### src/rtl/mux_scan_pkg.sv
// rtl/mux_scan_pkg.sv - shared types, widths and scan index helpers for mux_scan_serializer
package mux_scan_pkg;
    localparam int ADDR_W = 2;
    localparam int DATA_W = 4;

    typedef enum logic [1:0] {IDLE, SHIFT, PARITY, GAP} state_t;

    function automatic logic [ADDR_W-1:0] start_index(input bit lsb_first);
        return lsb_first ? 2'd0 : 2'd3;
    endfunction

    function automatic logic [ADDR_W-1:0] end_index(input bit lsb_first);
        return lsb_first ? 2'd3 : 2'd0;
    endfunction
endpackage

### src/rtl/scan_addr_counter.sv
// rtl/scan_addr_counter.sv - 2-bit up/down select counter with load, enable and at_end flag
module scan_addr_counter
    import mux_scan_pkg::*;
#(
    parameter bit LSB_FIRST = 1'b1
) (
    input  logic              clk,
    input  logic              rst_n,
    input  logic              load,
    input  logic              enable,
    output logic [ADDR_W-1:0] count,
    output logic              at_end
);
    always_ff @(posedge clk or negedge rst_n) begin
        if (!rst_n) begin
            count <= start_index(LSB_FIRST);
        end else if (load) begin
            count <= start_index(LSB_FIRST);
        end else if (enable) begin
            count <= LSB_FIRST ? count + 1'b1 : count - 1'b1;
        end
    end

    assign at_end = (count == end_index(LSB_FIRST));
endmodule

### src/rtl/mux_scan_serializer.sv
// rtl/mux_scan_serializer.sv - 4:1 mux select sequencer/serializer; optional parity beat via MUX_SCAN_PARITY_EN
module mux_scan_serializer
    import mux_scan_pkg::*;
#(
    parameter bit LSB_FIRST  = 1'b1,
    parameter int GAP_CYCLES = 0
) (
    input  logic              clk,
    input  logic              rst_n,
    input  logic              in_valid,
    output logic              in_ready,
    input  logic [DATA_W-1:0] in_data,
    output logic [DATA_W-1:0] held_word,
    output logic              address0,
    output logic              address1,
    output logic              out_bit,
    output logic              out_valid,
    input  logic              out_ready,
    output logic              out_last,
    output logic              busy
);
    localparam state_t     AFTER_WORD = (GAP_CYCLES > 0) ? GAP : IDLE;
    localparam logic [3:0] GAP_LAST   = (GAP_CYCLES > 0) ? 4'(GAP_CYCLES - 1) : 4'd0;

    state_t            state;
    logic [3:0]        gap_cnt;
    logic [ADDR_W-1:0] addr;
    logic              at_end;
    logic              accept;
    logic              step;

    assign accept = in_valid && (state == IDLE);
    // Only non-final data beats move the select; the last beat leaves it parked at the end index.
    assign step   = (state == SHIFT) && out_ready && !at_end;

    scan_addr_counter #(.LSB_FIRST(LSB_FIRST)) u_addr (
        .clk    (clk),
        .rst_n  (rst_n),
        .load   (accept),
        .enable (step),
        .count  (addr),
        .at_end (at_end)
    );

    always_ff @(posedge clk or negedge rst_n) begin
        if (!rst_n) begin
            state     <= IDLE;
            held_word <= '0;
            gap_cnt   <= '0;
        end else begin
            case (state)
                IDLE: begin
                    if (in_valid) begin
                        held_word <= in_data;
                        state     <= SHIFT;
                    end
                end
                SHIFT: begin
                    if (out_ready && at_end) begin
`ifdef MUX_SCAN_PARITY_EN
                        state <= PARITY;
`else
                        state <= AFTER_WORD;
`endif
                    end
                end
                PARITY: begin
                    if (out_ready) state <= AFTER_WORD;
                end
                GAP: begin
                    if (gap_cnt == GAP_LAST) begin
                        gap_cnt <= '0;
                        state   <= IDLE;
                    end else begin
                        gap_cnt <= gap_cnt + 1'b1;
                    end
                end
                default: state <= IDLE;
            endcase
        end
    end

    assign in_ready  = (state == IDLE);
    assign busy      = (state != IDLE);
    assign out_valid = (state == SHIFT) || (state == PARITY);
    assign address0  = addr[0];
    assign address1  = addr[1];
    assign out_bit   = (state == PARITY) ? ^held_word :
                       (state == SHIFT)  ? held_word[addr] : 1'b0;
`ifdef MUX_SCAN_PARITY_EN
    assign out_last  = (state == PARITY);
`else
    assign out_last  = (state == SHIFT) && at_end;
`endif
endmodule

### config.mk
export PLATFORM = sky130hd
export DESIGN_NAME = mux_scan_serializer
export DESIGN_NICKNAME = d
export VERILOG_FILES = /design/src/rtl/mux_scan_pkg.sv /design/src/rtl/scan_addr_counter.sv /design/src/rtl/mux_scan_serializer.sv
export SDC_FILE = /design/constraint.sdc
export NUM_CORES = 1
export LEC_CHECK = 0
export CORE_AREA = 2 2 39 41
export CTS_CLUSTER_SIZE = 16
export DETAILED_ROUTE_END_ITERATION = 12
export DIE_AREA = 0 0 41 43
export SLEW_MARGIN = 10
export SYNTH_ARGS = -nofsm -noshare
export SYNTH_HDL_FRONTEND = slang
export SYNTH_SLANG_ARGS = --single-unit
### constraint.sdc
create_clock -name clk -period 1.3 [get_ports clk]
set_clock_uncertainty 0.05 [all_clocks]
set_input_delay 0.26 -clock clk [delete_from_list [all_inputs] [get_ports clk]]
set_output_delay 0.26 -clock clk [all_outputs]
set_load 0.01 [all_outputs]
==> impl_metrics.ini <==
[synthesis]
ys_seq_area_share_pct = 48.6
yosysWarnings = 0
yosysUniqueCellTypes = 16
synth_area_leader_cell = dfrtp_1
synthTopCellsByArea = dfrtp_1 49%, mux2_2 13%, mux4_2 6.3%, and2_1 5.2%, and4bb_2 3.5%
ys_seq_elements = 7
avgSynthCellArea_um2 = 13.3
syn_nets = 36
syn_area_um2 = 360
synth_top_area_share_pct = 48.6
syn_inst = 27

[floorplanning]
die_h_um = 43
io_pins = 19
rows = 14
dieArea_mm2 = 0.00176
core_mm2 = 0.00138
die_x_um = 41
initial_core_util_pct = 26.0

[cells_and_area]
nNetsFinal = 72
n_antenna_cell = 0
syn_to_final_growth_pct = 103
drive_above_1_share_pct = 71.0
multiInputGateArea_um2 = 223
ff_latch_area_um2 = 176
nFillCells = 126

[sta]
hold_viol = 0
fin_crit_ns = 1.67
timing.final.ws_setup_ns = -0.374
fin_hold_ws_ns = 0.215
rsz0062_at_grt = true
finalMaxSlewViolations = 0
slew_headroom_pct = 78.5
fmax_mhz = 597
min_period_over_period_pct = 129
tightestPinTransition_ns = 0.321
setup_viol = 10

[setup_path]
crit_type = reg2out
slowest_stage = mux4_2
cp.required_ns = 0.99
end_kind = output port
r2r_slack_ns = -0.29
critPathArrivalTime_ns = 1.36
endpoint = out_bit
critPathLaunch = held_word[3]
crit_path_start_kind = register
crit_chain = mux4_2 -> and2_4 -> buf_6
worstPathMaxFanout = 2
worstReg2RegEnd = u_addr.count[0]
worstRegToRegCells = 6
rr_startpoint = u_addr.count[0]
cp_slowest_stage_delay_ns = 0.47

[cts]
path_clk_slew_ns = 0.06
cts_tree = built
clock_path_buffers = 2
cts_root_buffer = clkbuf_4
htree_levels = 1
cts-buffers-inserted = 3
cts_sinks = 7
clk_latency_ns = 0.25

[detailed_routing]
drcViolationCount = 0
post_drt_via_cell_ratio = 4.60
wirelength_mm = 1.09
ant_nets = 0
via_count = 359
drtIter0Drc = 0
dr.pass1.iters = 1
routedWlPerCell_um = 14.0

[global_route]
antenna_found_initial = 0
grtUsageTotal_pct = 15.0
grt_max_degree = 8
grt_first_pass_wirelength_mm = 1.77
overflow = 0
grt_pass1_vias = 411

[power]
power_density_mw_per_mm2 = 2500
power_mw = 1.83
worst_ir_drop_vdd_uv = 1060
leakagePower_nw = 0.352

[placement]
routabilityCongestion = 0.686
io_buffers = 18
hpwl_um = 763

[flow_run]
drv_cap = 0

[outcome]
violations = setup timing
status = finished with violations

[worst_hold_path]
hp-class = in2async
worst min path at each step:
| stage | from | end | slack, ns |
|---|---|---|---|
| floorplan | rst_n | held_word[0] | -0.09 |
| global placement | rst_n | u_addr.count[1] | 0.49 |
| detailed placement | rst_n | state[0] | 0.49 |
| CTS | rst_n | state[0] | 0.22 |
| global route | rst_n | state[0] | 0.23 |
| finish | rst_n | state[0] | 0.21 |
cells in the final DEF (no fill, tap or decap), types with 2 or more instances in the layout:
master           count
buf_6               11
clkdlybuf4s50_1      7
buf_2                7
buf_4                7
dfrtp_1              6
mux2_4               4
clkbuf_4             3
and2_4               2
kinds of logic (layout without fill, tap and decap cells):
group | after synthesis | count (layout) | share of synthesized area [%]
and+or+nand+nor | 9 | 9 | 18.8
buffers and inverters | 2 | 37 | 3.12
muxes | 5 | 5 | 18.7
AOI/OAI and AO/OA | 3 | 3 | 7.29
DFF | 7 | 7 | 48.6
adders and majority gates | 1 | 1 | 3.47
final cells by class:
class,count,share of cell area [%]
multi-input cells,18,30.4
clock buffers,3,3.08
clock inverters,1,0.684
well taps,16,2.74
inverters,1,0.513
flip-flops and latches,7,24.1
repair buffers,32,38.5
synth_stat cells:
library cell and n:
a21oi_1 1, a221o_1 1, a221o_2 1, and2_1 3, and2_2 1, and4b_1 1
and4bb_2 1, buf_4 1, dfrtp_1 7, ha_1 1, inv_1 1, mux2_2 4
mux4_2 1, nand2b_1 1, nor2_1 1, nor2b_2 1
stage by stage:
stage               util, %  cells  setup WS [ns]  TNS (ns)  instance area, µm²
floorplan                 -     27        -0.0859   -0.0875                 364
global placement       45.7     70         -0.471     -2.40                 632
detailed placement     45.7     70         -0.499     -2.59                 632
CTS                    53.0     78         -0.390     -1.48                 733
global route           52.9     78         -0.425     -2.00                 732
finish                 52.9     78         -0.374     -1.53                 732
timing repair:
action                     CTS  global route
buffers inserted             5             1
setup endpoints to repair   18            13
hold buffers                 0             0
resized for setup           60             6
pin swaps                    2             1
power by group:
group / internal [mW] / switching, mW / total [mW]
registers: 0.325 / 0.0699 / 0.395
clock network: 0.112 / 0.0825 / 0.195
logic: 0.810 / 0.430 / 1.24
total: 1.25 / 0.583 / 1.83
flip-flops by register name (all words and copies together) (netlist names):
name / count
state: 1
held_word: 4
u_addr.count: 2
worst max-delay path: cells and delay by family, from the launching register on:
family                 cells  cell delay (ns)
flip-flops                 1             0.38
buffers and inverters      1             0.11
AND/OR/NAND/NOR            1             0.15
multiplexers               1             0.47
metal layers:
metal	part of all wire, %	global-route usage [%]	vias to the layer above
met3	8.4	2.62	0
met5	0	0	-
li1	-	-	169
met1	32	15.7	172
met2	59	27.2	18
met4	0	6.00	0
(Power assumes the default switching activity.)
